`src/rtl/crop_window_ctrl.sv`:
```
// -----------------------------------------------------------------------------
// crop_window_ctrl
//
// Frame-level controller for the crop filter. It follows the raster position
// of every accepted pixel beat, owns the active crop window, and takes new
// window configurations through a valid/ready port. Configurations are range
// checked. A configuration that arrives while a frame is running is held in a
// one-deep pending slot. It is applied only on the frame's last beat, so no
// frame is ever cropped with a mix of two windows.
//
// Optional feature macro: CROP_CTRL_FRAME_CNT_EN
//   defined   -> 16-bit completed-frame counter on frame_cnt (wraps to 0)
//   undefined -> no counter logic, frame_cnt tied to 0
//
// Ports
//   clk        sole clock, rising edge
//   reset      synchronous, active-high
//   enable     run frames while high
//   in_valid   pixel presented upstream
//   out_ready  downstream ready; a beat is in_valid && out_ready
//   cfg_valid  configuration request
//   cfg_ready  configuration can be accepted (registered)
//   cfg_x1     requested left column      cfg_w  requested width
//   cfg_y1     requested top row          cfg_h  requested height
//   cfg_err    one-cycle pulse, configuration rejected
//   win_x1/w   active window columns      win_y1/h  active window rows
//   pix_x      column of current beat     pix_y     row of current beat
//   pix_keep   current beat is inside the active window (combinational)
//   sof / eof  one-cycle frame start / end markers
//   busy       a frame is in progress
//   frame_cnt  number of completed frames
// -----------------------------------------------------------------------------
module crop_window_ctrl #(
  parameter int IN_ROWS = 40,
  parameter int IN_COLS = 40,
  parameter int DEF_X1  = 10,
  parameter int DEF_Y1  = 10,
  parameter int DEF_W   = 20,
  parameter int DEF_H   = 20,
  localparam int CW     = $clog2(IN_COLS + 1),
  localparam int RW     = $clog2(IN_ROWS + 1)
) (
  input  logic          clk,
  input  logic          reset,
  input  logic          enable,
  input  logic          in_valid,
  input  logic          out_ready,
  input  logic          cfg_valid,
  output logic          cfg_ready,
  input  logic [CW-1:0] cfg_x1,
  input  logic [CW-1:0] cfg_w,
  input  logic [RW-1:0] cfg_y1,
  input  logic [RW-1:0] cfg_h,
  output logic          cfg_err,
  output logic [CW-1:0] win_x1,
  output logic [CW-1:0] win_w,
  output logic [RW-1:0] win_y1,
  output logic [RW-1:0] win_h,
  output logic [CW-1:0] pix_x,
  output logic [RW-1:0] pix_y,
  output logic          pix_keep,
  output logic          sof,
  output logic          eof,
  output logic          busy,
  output logic [15:0]   frame_cnt
);

  localparam int CW1 = CW + 1;
  localparam int RW1 = RW + 1;

  localparam logic [CW-1:0] X_LAST   = CW'(IN_COLS - 1);
  localparam logic [RW-1:0] Y_LAST   = RW'(IN_ROWS - 1);
  localparam logic [CW:0]   COLS_LIM = CW1'(IN_COLS);
  localparam logic [RW:0]   ROWS_LIM = RW1'(IN_ROWS);

  typedef enum logic [1:0] {
    IDLE = 2'd0,
    ARM  = 2'd1,
    RUN  = 2'd2
  } state_t;

  state_t state;
  state_t state_next;

  // Window captured while a frame is running, waiting for the frame end.
  logic          pend_valid;
  logic [CW-1:0] pend_x1;
  logic [CW-1:0] pend_w;
  logic [RW-1:0] pend_y1;
  logic [RW-1:0] pend_h;

  logic          beat;
  logic          take_beat;
  logic          first_beat;
  logic          last_beat;
  logic          at_x_last;
  logic          at_y_last;

  logic [CW:0]   cfg_x_end;
  logic [RW:0]   cfg_y_end;
  logic          cfg_fire;
  logic          cfg_bad;
  logic          cfg_ok;

  logic [CW:0]   win_x_end;
  logic [RW:0]   win_y_end;
  logic          in_win_x;
  logic          in_win_y;

  // ---------------------------------------------------------------------------
  // Beat qualification
  // ---------------------------------------------------------------------------
  // A beat counts only while a frame is running, or when it is the beat that
  // starts a frame from ARM. IDLE ignores traffic completely, and so does ARM
  // once enable has dropped.
  assign beat       = in_valid && out_ready;
  assign take_beat  = beat && ((state == RUN) || ((state == ARM) && enable));
  assign first_beat = take_beat && (state == ARM);
  assign at_x_last  = (pix_x == X_LAST);
  assign at_y_last  = (pix_y == Y_LAST);
  assign last_beat  = take_beat && (state == RUN) && at_x_last && at_y_last;

  // ---------------------------------------------------------------------------
  // Keep decision
  // ---------------------------------------------------------------------------
  // The window end is formed one bit wider, so a window that reaches the last
  // column or row cannot wrap around and exclude itself.
  assign win_x_end = {1'b0, win_x1} + {1'b0, win_w};
  assign win_y_end = {1'b0, win_y1} + {1'b0, win_h};
  assign in_win_x  = ({1'b0, pix_x} >= {1'b0, win_x1}) && ({1'b0, pix_x} < win_x_end);
  assign in_win_y  = ({1'b0, pix_y} >= {1'b0, win_y1}) && ({1'b0, pix_y} < win_y_end);
  assign pix_keep  = take_beat && in_win_x && in_win_y;

  // ---------------------------------------------------------------------------
  // Configuration check
  // ---------------------------------------------------------------------------
  assign cfg_x_end = {1'b0, cfg_x1} + {1'b0, cfg_w};
  assign cfg_y_end = {1'b0, cfg_y1} + {1'b0, cfg_h};
  assign cfg_fire  = cfg_valid && cfg_ready;
  assign cfg_bad   = (cfg_w == '0) || (cfg_h == '0) ||
                     (cfg_x_end > COLS_LIM) || (cfg_y_end > ROWS_LIM);
  assign cfg_ok    = cfg_fire && !cfg_bad;

  // The pending slot is the only thing that back-pressures the config port.
  // pend_valid is a flop, so cfg_ready is a registered output.
  assign cfg_ready = !pend_valid;
  assign busy      = (state == RUN);

  // ---------------------------------------------------------------------------
  // Frame state machine
  // ---------------------------------------------------------------------------
  always_ff @(posedge clk) begin
    // NOTE: state elements are written with non-blocking assignments, so every
    // flop samples the values from before the edge, whatever the statement order.
    if (reset) begin
      state <= IDLE;
    end else begin
      state <= state_next;
    end
  end

  always_comb begin
    // NOTE: the default comes first, so every path assigns state_next and the
    // block stays purely combinational (no latch).
    state_next = state;
    unique case (state)
      IDLE: begin
        if (enable) state_next = ARM;
      end
      ARM: begin
        if (!enable)        state_next = IDLE;
        else if (take_beat) state_next = RUN;
      end
      RUN: begin
        // A frame that has started always runs to its last beat. enable only
        // decides whether to re-arm afterwards.
        if (last_beat) state_next = enable ? ARM : IDLE;
      end
      default: state_next = IDLE;
    endcase
  end

  // ---------------------------------------------------------------------------
  // Raster position and frame markers
  // ---------------------------------------------------------------------------
  // Outside RUN the position is already (0,0). Reset puts it there, and so
  // does the last beat of every frame. The frame-starting beat in ARM
  // therefore advances from the origin like any other beat.
  always_ff @(posedge clk) begin
    if (reset) begin
      pix_x <= '0;
      pix_y <= '0;
      sof   <= 1'b0;
      eof   <= 1'b0;
    end else begin
      sof <= first_beat;
      eof <= last_beat;
      if (take_beat) begin
        if (at_x_last) begin
          pix_x <= '0;
          pix_y <= at_y_last ? '0 : pix_y + RW'(1);
        end else begin
          pix_x <= pix_x + CW'(1);
        end
      end
    end
  end

  // ---------------------------------------------------------------------------
  // Active window and pending configuration
  // ---------------------------------------------------------------------------
  // The pending window moves to the active window on the last beat. A config
  // accepted in that same cycle can only land in the slot if the slot was
  // empty (cfg_ready), so the two writes to pend_valid never collide. Such a
  // config waits for the following frame's last beat. Later statements win
  // for the same register.
  always_ff @(posedge clk) begin
    if (reset) begin
      win_x1     <= CW'(DEF_X1);
      win_w      <= CW'(DEF_W);
      win_y1     <= RW'(DEF_Y1);
      win_h      <= RW'(DEF_H);
      pend_valid <= 1'b0;
      pend_x1    <= '0;
      pend_w     <= '0;
      pend_y1    <= '0;
      pend_h     <= '0;
      cfg_err    <= 1'b0;
    end else begin
      cfg_err <= cfg_fire && cfg_bad;

      if (last_beat && pend_valid) begin
        win_x1     <= pend_x1;
        win_w      <= pend_w;
        win_y1     <= pend_y1;
        win_h      <= pend_h;
        pend_valid <= 1'b0;
      end

      if (cfg_ok) begin
        if (state == RUN) begin
          pend_x1    <= cfg_x1;
          pend_w     <= cfg_w;
          pend_y1    <= cfg_y1;
          pend_h     <= cfg_h;
          pend_valid <= 1'b1;
        end else begin
          // No frame is in flight, so the window can change right away. A
          // beat in this same cycle still sees the old window.
          win_x1 <= cfg_x1;
          win_w  <= cfg_w;
          win_y1 <= cfg_y1;
          win_h  <= cfg_h;
        end
      end
    end
  end

  // ---------------------------------------------------------------------------
  // Completed-frame counter
  // ---------------------------------------------------------------------------
`ifdef CROP_CTRL_FRAME_CNT_EN
  logic [15:0] frame_cnt_q;

  // Updated on the last-beat edge, so the new count shows up together with eof.
  always_ff @(posedge clk) begin
    if (reset) begin
      frame_cnt_q <= '0;
    end else if (last_beat) begin
      frame_cnt_q <= frame_cnt_q + 16'd1;
    end
  end

  assign frame_cnt = frame_cnt_q;
`else
  assign frame_cnt = '0;
`endif

endmodule

```
`config.mk`:
```
export PLATFORM = sky130hd
export DESIGN_NAME = crop_window_ctrl
export DESIGN_NICKNAME = d
export VERILOG_FILES = /design/src/rtl/crop_window_ctrl.sv
export SDC_FILE = /design/constraint.sdc
export NUM_CORES = 1
export LEC_CHECK = 0
export BUFFER_PORTS_ARGS = -buffer_cell sky130_fd_sc_hd__clkbuf_2
export CORE_MARGIN = 4
export CORE_UTILIZATION = 30
export CTS_BUF_LIST = sky130_fd_sc_hd__clkbuf_8
export DETAILED_ROUTE_END_ITERATION = 16
export GPL_TIMING_DRIVEN = 1
export PLACE_DENSITY = 0.53
export SETUP_SLACK_MARGIN = 0.3
export SLEW_MARGIN = 15
export SYNTH_ARGS = -nofsm -noshare
export SYNTH_HDL_FRONTEND = slang
export SYNTH_SLANG_ARGS = --single-unit
```
`constraint.sdc`:
```
create_clock -name clk -period 7.25 [get_ports clk]
set_input_delay 1.45 -clock clk [delete_from_list [all_inputs] [get_ports clk]]
set_output_delay 1.45 -clock clk [all_outputs]
set_load 0.02 [all_outputs]
```
### Yosys cells after proc, flatten, opt, wreduce, memory -nomap -nowiden

Index checks and enable logic that the tools add are counted.
Widths: inputs -> output; s select.

* $add $sub $neg: 6
* bitwise gates (word level): 0
* reduce and logical (&&, ||, !) cells: 27
* multipliers: 0
* mux-type cells: 23
* equality and inequality tests: 7
* shifts and indexed selects: 0
* divide/modulo/power cells: 0
* $lt $le $gt $ge: 6

Operators with widths (number)
* $mux 6: 14
* $add 6x6->7: 4
* $logic_and 1x1->1: 15
* $gt 7x6->1 const B: 2
* $lt 6x7->1: 2
* $add 6x1->6 const B: 2
* $eq 6x6->1 const B: 2
* $ge 6x6->1: 2
* $logic_not 6->1: 2
* $mux 2: 4
* $pmux 2 s3: 1
* $logic_or 1x1->1: 4
* $mux 1: 4
* $reduce_and 2->1: 2
* $ne 3x3->1 const B: 1
* $reduce_and 3->1: 1
* $eq 2x1->1 const B: 1
* $eq 2x2->1 const B: 1
* $logic_not 1->1: 2
* $logic_not 2->1: 1
* $ne 2x1->1 const B: 1
* $ne 2x2->1 const B: 1

* memories: 0
* input bits: 30
* bits in writable memories: 0
* latch bits: 0
* bits in read-only memories: 0
* output and inout port bits: 58
* register bits after elaboration: 66
* logic and storage cells: 84

### Depth between registers and ports, before layout

Gate-level depths: netlist of the first run.

* word-level depth: 11
* gate-level depth with buffers: 12

### Worst setup path before layout of the first run

Ideal clock, no wire load.

* path type: reg-to-output
* start: register win_x1[0]
* end: output pix_keep
* slack: 2.833 ns
* arrival: 2.967 ns
* required time: 5.800 ns
* stages on the path, launching flop included: 11
* path buffers: 0
* cell sequence: dfxtp_1 ha_1 fa_1 a21o_1 a21oi_1 xor2_1 ha_1 a211o_1 a31oi_1 o21ai_0 nor4bb_1

* longest elaborated chain between the ends: 5

RTL lines
* start, declared: RTL line 55 `output logic [CW-1:0] win_x1,`
* start signal, assigned: RTL line 219 `win_x1 <= CW'(DEF_X1);`
* start signal, assigned: RTL line 233 `win_x1 <= pend_x1;`
* start signal, assigned: RTL line 250 `win_x1 <= cfg_x1;`
* $add 6x6->7: RTL line 128 `assign win_x_end = {1'b0, win_x1} + {1'b0, win_w};`
* $lt 6x7->1: RTL line 130 `assign in_win_x = ({1'b0, pix_x} >= {1'b0, win_x1}) && ({1'b0, pix_x} < win_x_end);`
* $logic_and 1x1->1 *: RTL line 130
* $logic_and 1x1->1 * (2 in a row): RTL line 132 `assign pix_keep = take_beat && in_win_x && in_win_y;`
* end, declared: RTL line 61 `output logic pix_keep,`

Every way passes the cells marked *; elsewhere a longest branch is shown, timed or not.

### Final worst setup path of the first run

Same ends and word-level chain as after synthesis.

==> parameters.txt, run 1 <==
Parameter                              Value

Clock network
  Clock Tree Root    sky130_fd_sc_hd__clkbuf_8
  Clock tree from TritonCTS    built
  CTS H-Tree Depth    3
  Setup Buffers After CTS    0
  Deepest clock path buffer count    2
  Clock buffers created by TritonCTS    9
  Clock Latency Late Sink    350 ps
  Hold buffer count at cts    0
  Clock sink count    66
  Clock transition at path regs    80 ps
  Number of gates resized after CTS    0

Synthesis
  Cell accounting for the most synthesized area    sky130_fd_sc_hd__dfxtp_1
  Count of flip-flops with a built-in enable after synthesis    0
  Yosys warnings    0
  Top cells by count, synth    sky130_fd_sc_hd__dfxtp_1, sky130_fd_sc_hd__mux2i_1, sky130_fd_sc_hd__nand2b_1
  Cell types occupying the most area after synthesis    sky130_fd_sc_hd__dfxtp_1, sky130_fd_sc_hd__mux2i_1, sky130_fd_sc_hd__ha_1, sky130_fd_sc_hd__nand2b_1, sky130_fd_sc_hd__buf_4
  Area share of the largest cell type after synthesis    0.284
  Syn Area/Cell    9.22 sq um
  Flops & latches, synth    66
  Primary flip-flop cell chosen by synthesis mapping    sky130_fd_sc_hd__dfxtp_1
  Number of distinct library cell variants in the gate-level netlist after synthesis    54
  Post-Synthesis Cell Area    4660 sq um
  Fraction of the yosys area taken by sequential cells    0.284
  Share of flip-flops with an asynchronous set or reset    0
  Gate count of the mapped netlist    505

Route
  Router iterations before antenna repair    4
  DRC violations left    0
  Routed vias    3,584
  1st-iter DRT viols    180
  Post-Route WL    11.4 mm
  WL per Instance    14.9 um
  Mean number of vias per cell    4.71
  DRT antenna net count    0

Timing
  Shortest clock period the worst path allows after layout    4730 ps
  Max transition margin    0.384
  Fin. max-slew vios    0
  Final hold violation count    0
  Final setup fails    0
  Worst Max-Slew Pin Slew    924 ps
  Total negative slack    0 ps
  Clock skew    12.6 ps
  Max Clk Rate    0.211 GHz
  Final worst path period share    0.653
  RSZ-0062 raised after global routing    no

Layout
  N_diodes    0
  Finished Layout Cells    761
  Layout cells sized above 1    0.183
  Sequential Area    1320 sq um
  Layout overhead on the synthesized area    13.9%
  Area taken by multi-input logic gates    3070 sq um
  Fill cells    1,562
  Final std cell area, no fill    5300 sq um
  Number of nets in the finished design    650

Setup path
  Required time of the critical path    5800 ps
  Largest delay share family, worst path    adder cells
  Kind of capture point of the worst setup path    output pin
  Worst-path fanout max    4
  CP Buf/Inv Count    1
  Crit path DAT    3280 ps
  Origin of the worst setup path    win_x1[0]$_SDFF_PP0_
  Critical Path Start Type    register
  Critical Path, Cell by Cell    ha_1 -> fa_1 -> a21o_1 -> a21oi_1 -> xor2_1 -> ha_1 -> a211o_1 -> a31oi_1 -> o21ai_0 -> nor4bb_1 -> clkbuf_2
  Most frequent cell on the critical path    sky130_fd_sc_hd__ha_1
  Crit-path max cell delay    400 ps
  CP Class    register to output pin
  Critical-path cell with the highest stage delay    sky130_fd_sc_hd__fa_1
  Worst flop-to-flop path startpoint    pix_x[0]$_SDFFE_PP0P_

Placed design
  Detail Placement HPWL    8.80 mm
  Dpl cell area    5090 sq um
  Gpl congestion    0.789
  Number of buffer cells added on primary ports    71
  Number of placed instances, taps included    745

Global route
  Fraction of met1 tracks used by global routing    0.186
  Pin count of the biggest net entering global routing    94
  Met3 Use GR    0.0300
  Overflow after GRT    0
  Wire length of the first global-routing pass    18.5 mm
  Vias in the first global route    3,563
  Gr usage total    0.130
  Met2 Track Usage GR    0.200
  Number of antenna violations at the first check in global routing    0
  Busiest layer in global routing    met2

Floorplan
  Core region area    15,200 sq um
  Die ar.    17,600 sq um
  Count of boundary I/O pins    88
  Initial core utilization    0.306
  Overall die height    133 um
  Width of the die    133 um
  Number of placement rows    45

Pwr
  Pwr Density    168 nW/um^2
  IR drop worst, VDD    0.0785 mV
  Final Total Pwr    0.894 mW
  Cell leakage power    2.70 nW

Run
  Max-cap violations    0

Min path
  Start point of the worst min-delay path    pend_valid$_SDFF_PP0_
  Worst hold path class    register to register

Outcome
  Result of the run    finished, final reports clean
[final timing paths]
| path | to | slack (ps) | cells past startpoint |
|---|---|---|---|
| worst max-delay path | pix_keep | 2520 | 11 |
| worst min-delay path | pend_valid$_SDFF_PP0_ | 460 | 2 |
| worst max register to register | win_h[4]$_SDFF_PP1_ | 4340 | 7 |
| worst min register to register | pend_valid$_SDFF_PP0_ | 460 | 2 |
[metal layers]
layer	part of all wire	wire, um
met4	0.0067	76
met1	0.53	5960
met3	0.042	480
met5	0	0
met2	0.43	4830
[cell type report]
type | count | share of cell area
Clock inverter | 6 | 0.0137
Multi-Input combinational cell | 392 | 0.579
Sequential cell | 66 | 0.249
Inverter | 27 | 0.0191
Timing Repair Buffer | 72 | 0.0684
Clock buffer | 10 | 0.0259
Tap cell | 188 | 0.0444
[placed cells by master (no fill, tap or decap), types with 13 or more instances in the layout]
| cell type | count |
|---|---|
| sky130_fd_sc_hd__inv_1 | 25 |
| sky130_fd_sc_hd__dfxtp_1 | 66 |
| sky130_fd_sc_hd__nand2b_1 | 56 |
| sky130_fd_sc_hd__o21ai_0 | 13 |
| sky130_fd_sc_hd__conb_1 | 16 |
| sky130_fd_sc_hd__clkbuf_2 | 71 |
| sky130_fd_sc_hd__nor2_1 | 33 |
| sky130_fd_sc_hd__mux2i_1 | 66 |
| sky130_fd_sc_hd__a21oi_1 | 19 |
| sky130_fd_sc_hd__or2_1 | 16 |
| sky130_fd_sc_hd__ha_1 | 48 |
[registers in the layout, indices dropped and copies added (netlist names)]
signal / count
pend_y1: 6
pend_valid: 1
pix_x: 6
win_h: 6
pend_x1: 6
win_y1: 6
win_x1: 6
state: 2
win_w: 6
eof: 1
pix_y: 6
cfg_err: 1
pend_h: 6
sof: 1
pend_w: 6
[kinds of logic (layout without fill, tap and decap cells)]
family / Yosys count / after routing / synth area share
AND/OR/NAND/NOR: 161 / 161 / 0.199
multiplexers: 74 / 74 / 0.164
AO/OA/AOI/OAI: 70 / 70 / 0.101
flip-flops: 66 / 66 / 0.284
buffers and inverters: 62 / 115 / 0.0688
adder cells (fa/ha/maj): 52 / 52 / 0.146
XOR/XNOR: 19 / 19 / 0.0357
other: 1 / 16 / 0.000805
[worst register-to-register path: stages, from the launching register on]
cell and delay [ps]:
sky130_fd_sc_hd__dfxtp_1 440, sky130_fd_sc_hd__ha_1 250, sky130_fd_sc_hd__and4bb_1 270, sky130_fd_sc_hd__o2111ai_1 150, sky130_fd_sc_hd__or4_2 1010, sky130_fd_sc_hd__mux2_1 470
sky130_fd_sc_hd__nor2_1 90, sky130_fd_sc_hd__mux2i_1 80
[where the power goes]
group,internal (mW),total [mW],switching [mW]
combinational,0.0742,0.176,0.102
sequential,0.371,0.382,0.0112
clock,0.173,0.336,0.163
[per-stage QoR]
step / setup slack, ps / util / hold WS, ps
global route: 2310 / 0.349 / 477
CTS: 2470 / 0.349 / 460
global placement: 2940 / 0.335 / 449
finish: 2520 / 0.349 / 462
detailed placement: 2870 / 0.335 / 450
floorplan: 2830 / - / 436
Power figures use the tool's default switching activity.
==> run 2, diff against run 1 <==
ABC_AREA = 1   (was default)
clock period = 5 ns   (was 7.25 ns; I/O delays follow)
==> parameters.txt, run 2 <==
Parameter                              Value

Outcome
  Result of the run    finished, final reports clean (unchanged)

Clock network
  CTS H-Tree Depth    3 (unchanged)
  Hold buffer count at cts    0 (unchanged)
  Deepest clock path buffer count    2 (unchanged)
  Clock transition at path regs    70 ps (was 80 ps)
  Clock Latency Late Sink    350 ps (about the same)
  Clock Tree Root    sky130_fd_sc_hd__clkbuf_8 (unchanged)
  Clock tree from TritonCTS    built (unchanged)
  Clock buffers created by TritonCTS    9 (unchanged)
  Setup Buffers After CTS    0 (unchanged)
  Clock sink count    66 (unchanged)
  Number of gates resized after CTS    0 (unchanged)

Route
  WL per Instance    13.0 um (was 14.9 um)
  Mean number of vias per cell    4.47 (was 4.71)
  DRC violations left    0 (unchanged)
  Routed vias    4,554 (was 3,584)
  Router iterations before antenna repair    4 (unchanged)
  1st-iter DRT viols    241 (was 180)
  DRT antenna net count    0 (unchanged)
  Post-Route WL    13.3 mm (was 11.4 mm)

Floorplan
  Core region area    15,900 sq um (was 15,200 sq um)
  Number of placement rows    46 (was 45)
  Count of boundary I/O pins    88 (unchanged)
  Initial core utilization    0.306 (about the same)
  Overall die height    135 um (was 133 um)
  Width of the die    135 um (was 133 um)
  Die ar.    18,300 sq um (was 17,600 sq um)

Setup path
  Number of cell instances on the worst register-to-register path    10 (was 7)
  Required time of the critical path    4000 ps (was 5800 ps)
  Crit path DAT    2780 ps (was 3280 ps)
  Worst flop-to-flop path startpoint    state[0]$_SDFFE_PP0P_ (was pix_x[0]$_SDFFE_PP0P_)
  Setup slack of the worst register-to-register path    2370 ps (was 4340 ps)
  Crit-path max cell delay    410 ps (was 400 ps)
  Most frequent cell on the critical path    sky130_fd_sc_hd__nand2_1 (was sky130_fd_sc_hd__ha_1)
  Worst flop-to-flop path endpoint    win_w[2]$_SDFF_PP1_ (was win_h[4]$_SDFF_PP1_)
  Worst-path fanout max    4 (unchanged)
  Critical Path Start Type    register (unchanged)
  CP Class    register to output pin (unchanged)
  Critical-path cell with the highest stage delay    sky130_fd_sc_hd__fa_1 (unchanged)
  Critical Path, Cell by Cell    ha_1 -> fa_1 -> nand3_1 -> nand2_1 -> nand2_1 -> nand2_1 -> ha_1 -> a21oi_1 -> o21ai_0 -> nor2_1 -> nand2_1 -> nor2_1 -> clkbuf_2 (was ha_1 -> fa_1 -> a21o_1 -> a21oi_1 -> xor2_1 -> ha_1 -> a211o_1 -> a31oi_1 -> o21ai_0 -> nor4bb_1 -> clkbuf_2)
  Kind of capture point of the worst setup path    output pin (unchanged)

Synthesis
  Fraction of the yosys area taken by sequential cells    0.272 (was 0.284)
  Share of flip-flops with an asynchronous set or reset    0 (unchanged)
  Area share of the largest cell type after synthesis    0.272 (was 0.284)
  Flops & latches, synth    66 (unchanged)
  Yosys warnings    0 (unchanged)
  Syn Area/Cell    6.59 sq um (was 9.22 sq um)
  Cell types occupying the most area after synthesis    sky130_fd_sc_hd__dfxtp_1, sky130_fd_sc_hd__nand2_1, sky130_fd_sc_hd__ha_1, sky130_fd_sc_hd__inv_1, sky130_fd_sc_hd__nand3_1 (was sky130_fd_sc_hd__dfxtp_1, sky130_fd_sc_hd__mux2i_1, sky130_fd_sc_hd__ha_1, sky130_fd_sc_hd__nand2b_1, sky130_fd_sc_hd__buf_4)
  Gate count of the mapped netlist    737 (was 505)
  Top cells by count, synth    sky130_fd_sc_hd__nand2_1, sky130_fd_sc_hd__inv_1, sky130_fd_sc_hd__nor2_1 (was sky130_fd_sc_hd__dfxtp_1, sky130_fd_sc_hd__mux2i_1, sky130_fd_sc_hd__nand2b_1)
  Number of distinct library cell variants in the gate-level netlist after synthesis    39 (was 54)
  Cell accounting for the most synthesized area    sky130_fd_sc_hd__dfxtp_1 (unchanged)
  Most common cell in the netlist    sky130_fd_sc_hd__nand2_1
  Primary flip-flop cell chosen by synthesis mapping    sky130_fd_sc_hd__dfxtp_1 (unchanged)
  Count of flip-flops with a built-in enable after synthesis    0 (unchanged)
  Post-Synthesis Cell Area    4850 sq um (was 4660 sq um)

Min path
  Worst hold path class    register to register (unchanged)
  Hold worst-path end    pend_h[2]$_SDFFE_PP0P_ (was pend_valid$_SDFF_PP0_)
  WHS Path Cells    2 (unchanged)
  Start point of the worst min-delay path    pend_h[2]$_SDFFE_PP0P_ (was pend_valid$_SDFF_PP0_)

Layout
  Finished Layout Cells    1,019 (was 761)
  Layout overhead on the synthesized area    13.6% (was 13.9%)
  Number of nets in the finished design    881 (was 650)
  Most common cell after layout, fill and taps aside    sky130_fd_sc_hd__nand2_1 (was sky130_fd_sc_hd__clkbuf_2)
  N_diodes    0 (unchanged)
  Most frequent cells in the layout    sky130_fd_sc_hd__nand2_1, sky130_fd_sc_hd__inv_1, sky130_fd_sc_hd__nor2_1 (was sky130_fd_sc_hd__clkbuf_2, sky130_fd_sc_hd__mux2i_1, sky130_fd_sc_hd__dfxtp_1)
  Layout cells sized above 1    0.133 (was 0.183)

Pwr
  IR drop worst, VDD    0.0944 mV (was 0.0785 mV)
  Power share of the sequential group    0.436 (was 0.427)
  Pwr Density    232 nW/um^2 (was 168 nW/um^2)
  Net switching power figure    0.407 mW (was 0.276 mW)
  Clock group share of total power    0.348 (was 0.376)
  Share of total power in combinational logic    0.217 (was 0.197)
  Net switching fraction of the power    0.318 (was 0.309)
  Internal power    0.874 mW (was 0.617 mW)
  Cell leakage power    2.70 nW (about the same)

Global route
  Wire length of the first global-routing pass    21.5 mm (was 18.5 mm)
  Overflow after GRT    0 (unchanged)
  Vias in the first global route    4,226 (was 3,563)
  Number of antenna violations at the first check in global routing    0 (unchanged)
  Gr usage total    0.148 (was 0.130)
  Pin count of the biggest net entering global routing    45 (was 94)

Timing
  Final setup fails    0 (unchanged)
  Final hold violation count    0 (unchanged)
  Fin. max-slew vios    0 (unchanged)
  Final worst path period share    0.757
  Total negative slack    0 ps (unchanged)
  RSZ-0062 raised after global routing    no (unchanged)
  Max transition margin    0.343 (was 0.384)
  Shortest clock period the worst path allows after layout    3780 ps
  Minimum setup slack in the final design    1220 ps (was 2520 ps)
  Clock skew    5.11 ps (was 12.6 ps)
  Max Clk Rate    0.264 GHz
  Worst Max-Slew Pin Slew    984 ps (was 924 ps)

Placed design
  Gpl congestion    0.793 (was 0.789)
  Number of buffer cells added on primary ports    71 (unchanged)
  Detail Placement HPWL    10.2 mm (was 8.80 mm)
  Number of placed instances, taps included    1,004 (was 745)
  Post-place setup slack    1300 ps (was 2870 ps)

Run
  Max-cap violations    0 (unchanged)
[run 2: changes by cell type after synthesis, moves of 46 or more]
| cell | previous run | this run |
|---|---|---|
| sky130_fd_sc_hd__inv_1 | 25 | 93 |
| sky130_fd_sc_hd__nor2_1 | 33 | 79 |
| sky130_fd_sc_hd__mux2i_1 | 66 | 0 |
| sky130_fd_sc_hd__nand2b_1 | 56 | 0 |
| sky130_fd_sc_hd__nand3_1 | 5 | 64 |
| sky130_fd_sc_hd__nand2_1 | 12 | 217 |
[run 2: cell families after synthesis]
kind of cell | after synthesis | synth area share
flops | 66 | 0.272
other cells | 1 | 0.000772
simple gates | 391 | 0.346
compound gates | 74 | 0.0830
mux | 8 | 0.0186
xor+xnor | 8 | 0.0144
fa+ha+maj | 52 | 0.140
buf+inv | 137 | 0.125
[run 2: layer usage]
layer	track usage	vias up	share of wire
li1	-	2443	-
met1	0.203	2014	0.49
met2	0.242	87	0.45
met3	0.0241	10	0.046
met4	0.0358	0	0.0099
met5	0	-	0
[run 2: final cells by class]
type                       instances  area [sq um]
tap                              216           270
timing repair buffer              75           385
clock inverter                     5          47.5
inverter                          98           368
multi-input combinational        549          2980
sequential                        66          1320
clock buffer                      10           138
fill                            1821         10400
[run 2: worst max-delay path, delay by kind of cell, from the launching register on]
kind                       cells  cell delay, ps
and+or+nand+nor                7             710
adders and majority gates      3             960
AOI/OAI and AO/OA              2             210
buffers and inverters          1             200
DFF                            1             360
[run 2: power by group through the flow]
| stage | combinational, mW | sequential (mW) | clock, mW |
|---|---|---|---|
| floorplan | 0.201 | 0.578 | 0 |
| global placement | 0.279 | 0.572 | 0 |
| detailed placement | 0.280 | 0.571 | 0 |
| CTS | 0.281 | 0.559 | 0.461 |
| global route | 0.318 | 0.560 | 0.480 |
| finish | 0.278 | 0.558 | 0.446 |
[run 2: how the worst max path moves through the flow]
stage	from	end	slack, ps	cells after the start
after floorplan	win_y1[0]$_SDFF_PP0_	pix_keep	1820	12
after global placement	cfg_x1[0]	pend_y1[0]$_SDFFE_PP0P_	1290	16
after detailed placement	cfg_w[0]	pend_y1[0]$_SDFFE_PP0P_	1300	16
after CTS	win_y1[0]$_SDFF_PP0_	pix_keep	1210	13
after global routing	win_y1[0]$_SDFF_PP0_	pix_keep	1040	13
final	win_y1[0]$_SDFF_PP0_	pix_keep	1220	13
[run 2: stage by stage]
| step | area (sq um) | hold slack, ps | utilization | total power [mW] |
|---|---|---|---|---|
| 3_3_place_gp | 5330 | 457 | 0.335 | 0.850 |
| 4_1_cts | 5510 | 486 | 0.347 | 1.30 |
| 5_1_grt | 5510 | 504 | 0.347 | 1.36 |
| 3_5_place_dp | 5330 | 469 | 0.335 | 0.851 |
| 2_1_floorplan | 4910 | 447 | - | 0.778 |
| 6_report | 5510 | 484 | 0.347 | 1.28 |
==> run 3, diff against run 2 <==
PLACE_DENSITY = 0.55   (was 0.53)
clock period = 3.2 ns   (was 5 ns; I/O delays follow)
==> parameters.txt, run 3 (synthesis gave the netlist of run 2 again) <==
Parameter                              Value

Layout
  Most common cell after layout, fill and taps aside    sky130_fd_sc_hd__nand2_1 (unchanged)
  Number of nets in the finished design    895 (was 881)
  Most frequent cells in the layout    sky130_fd_sc_hd__nand2_1, sky130_fd_sc_hd__inv_1, sky130_fd_sc_hd__nor2_1 (unchanged)
  Layout overhead on the synthesized area    20.1% (was 13.6%)
  N_diodes    0 (unchanged)
  Core Util, Final    0.367 (was 0.347)
  Layout cells sized above 1    0.197 (was 0.133)

Clock network
  Clock buffers created by TritonCTS    9 (unchanged)
  Clock Tree Root    sky130_fd_sc_hd__clkbuf_8 (unchanged)
  Clock tree from TritonCTS    built (unchanged)
  Clock Latency Late Sink    360 ps (was 350 ps)
  Clock transition at path regs    80 ps (was 70 ps)
  Clock sink count    66 (unchanged)
  Deepest clock path buffer count    2 (unchanged)
  CTS H-Tree Depth    3 (unchanged)
  Hold buffer count at cts    0 (unchanged)

Setup path
  Crit path DAT    2480 ps (was 2780 ps)
  Required time of the critical path    2560 ps (was 4000 ps)
  Critical Path Start Type    register (unchanged)
  Worst-path fanout max    2 (was 4)
  CP Class    register to output pin (unchanged)
  Kind of capture point of the worst setup path    output pin (unchanged)

Timing
  Final hold violation count    0 (unchanged)
  Max transition margin    0.591 (was 0.343)
  Post-Route Hold Slack    477 ps (was 484 ps)
  Worst Max-Slew Pin Slew    613 ps (was 984 ps)
  Shortest clock period the worst path allows after layout    3120 ps
  Fin. max-slew vios    0 (unchanged)
  Minimum setup slack in the final design    82.5 ps (was 1220 ps)
  RSZ-0062 raised after global routing    yes (was no)
  Total negative slack    0 ps (unchanged)
  Clock skew    11.3 ps (was 5.11 ps)
  Final setup fails    0 (unchanged)
  Max Clk Rate    0.321 GHz
  Final worst path period share    0.974

Route
  DRC violations left    0 (unchanged)
  Routed vias    4,611 (was 4,554)
  Post-Route WL    13.7 mm (was 13.3 mm)
  Mean number of vias per cell    4.46 (was 4.47)
  1st-iter DRT viols    242 (was 241)
  WL per Instance    13.3 um (was 13.0 um)
  Router iterations before antenna repair    4 (unchanged)
  DRT antenna net count    0 (unchanged)

Global route
  Number of antenna violations at the first check in global routing    0 (unchanged)
  Overflow after GRT    0 (unchanged)
  Vias in the first global route    4,293 (was 4,226)
  Gr usage total    0.153 (was 0.148)
  Pin count of the biggest net entering global routing    41 (was 45)
  Wire length of the first global-routing pass    22.4 mm (was 21.5 mm)

Pwr
  Clock group share of total power    0.372 (was 0.348)
  Pwr Density    369 nW/um^2 (was 232 nW/um^2)
  Internal power    1.46 mW (was 0.874 mW)
  Net switching power figure    0.691 mW (was 0.407 mW)
  IR drop worst, VDD    0.158 mV (was 0.0944 mV)
  Net switching fraction of the power    0.321 (was 0.318)
  Final Total Pwr    2.15 mW (was 1.28 mW)
  Cell leakage power    2.77 nW (was 2.70 nW)
  Share of total power in combinational logic    0.224 (was 0.217)
  Power share of the sequential group    0.404 (was 0.436)

Placed design
  Number of buffer cells added on primary ports    71 (unchanged)
  Gpl congestion    0.828 (was 0.793)
  Post-place setup slack    232 ps (was 1300 ps)
  Detail Placement HPWL    10.3 mm (was 10.2 mm)

Run
  Max-cap violations    0 (unchanged)

Floorplan
  Core region area    15,900 sq um (unchanged)
  Count of boundary I/O pins    88 (unchanged)
  Initial core utilization    0.306 (unchanged)
  Number of placement rows    46 (unchanged)
  Die ar.    18,300 sq um (unchanged)
  Overall die height    135 um (unchanged)
  Width of the die    135 um (unchanged)

Min path
  Worst hold path class    register to register (unchanged)

Outcome
  Result of the run    finished, final reports clean (unchanged)
[run 3: changes by cell type in the layout (fill, tap and decap cells not counted), sizes merged]
| cell | delta |
|---|---|
| buf | +15 |
| clkbuf | -2 |
| bufinv | +1 |
| clkinvlp | +1 |
[run 3: area by class of cell]
| class | instances | area [sq um] |
|---|---|---|
| clock inverter | 7 | 93.8 |
| sequential | 66 | 1350 |
| clock buffer | 9 | 124 |
| fill | 1764 | 10100 |
| tap | 216 | 270 |
| timing repair buffer | 89 | 497 |
| inverter | 98 | 368 |
| multi-input combinational | 549 | 3130 |
[run 3: what timing repair did]
| item | 4_1_cts | 5_1_grt |
|---|---|---|
| hold endpoints to repair | 0 | 0 |
| buffers inserted | 3 | 3 |
| setup endpoints to repair | 1 | 1 |
| resized for setup | 25 | 26 |
| pin swaps | 7 | 16 |
[run 3: final timing paths]
check | start | depth (start not counted) | end | slack (ps)
max | win_x1[0]$_SDFF_PP0_ | 11 | pix_keep | 80
min | pend_w[4]$_SDFFE_PP0P_ | 2 | pend_w[4]$_SDFFE_PP0P_ | 480
max reg2reg | state[0]$_SDFFE_PP0P_ | 14 | win_y1[5]$_SDFF_PP0_ | 850
min reg2reg | pend_w[4]$_SDFFE_PP0P_ | 2 | pend_w[4]$_SDFFE_PP0P_ | 480
[run 3: routing by layer]
layer / track usage / share of wire / wire (um)
met3: 0.0212 / 0.035 / 485
met5: 0 / 0 / 0
met1: 0.218 / 0.51 / 7040
met4: 0.0577 / 0.021 / 282
met2: 0.235 / 0.43 / 5920
[run 3: stage by stage]
| stage | area (sq um) | instances |
|---|---|---|
| 2_1_floorplan | 4910 | 752 |
| 3_5_place_dp | 5390 | 1012 |
| 3_3_place_gp | 5390 | 1012 |
| 4_1_cts | 5710 | 1031 |
| 6_report | 5830 | 1034 |
| 5_1_grt | 5830 | 1034 |
[run 3: critical path: stages, from the launching register on]
cell	delay, ps
sky130_fd_sc_hd__dfxtp_4	360
sky130_fd_sc_hd__ha_4	160
sky130_fd_sc_hd__fa_2	540
sky130_fd_sc_hd__inv_2	50
sky130_fd_sc_hd__ha_4	220
sky130_fd_sc_hd__a21o_1	180
sky130_fd_sc_hd__a21oi_2	140
sky130_fd_sc_hd__nor3_2	60
sky130_fd_sc_hd__nor2_1	90
sky130_fd_sc_hd__nand2_1	70
sky130_fd_sc_hd__nor2_2	110
sky130_fd_sc_hd__buf_6	130
[run 3: power by group through the flow]
| stage | Clock [mW] | Sequential, mW | Combinational [mW] |
|---|---|---|---|
| 5_1_grt | 0.855 | 0.873 | 0.546 |
| 2_1_floorplan | 0 | 0.902 | 0.314 |
| 3_3_place_gp | 0 | 0.887 | 0.448 |
| 6_report | 0.801 | 0.870 | 0.482 |
| 4_1_cts | 0.820 | 0.871 | 0.461 |
| 3_5_place_dp | 0 | 0.888 | 0.448 |
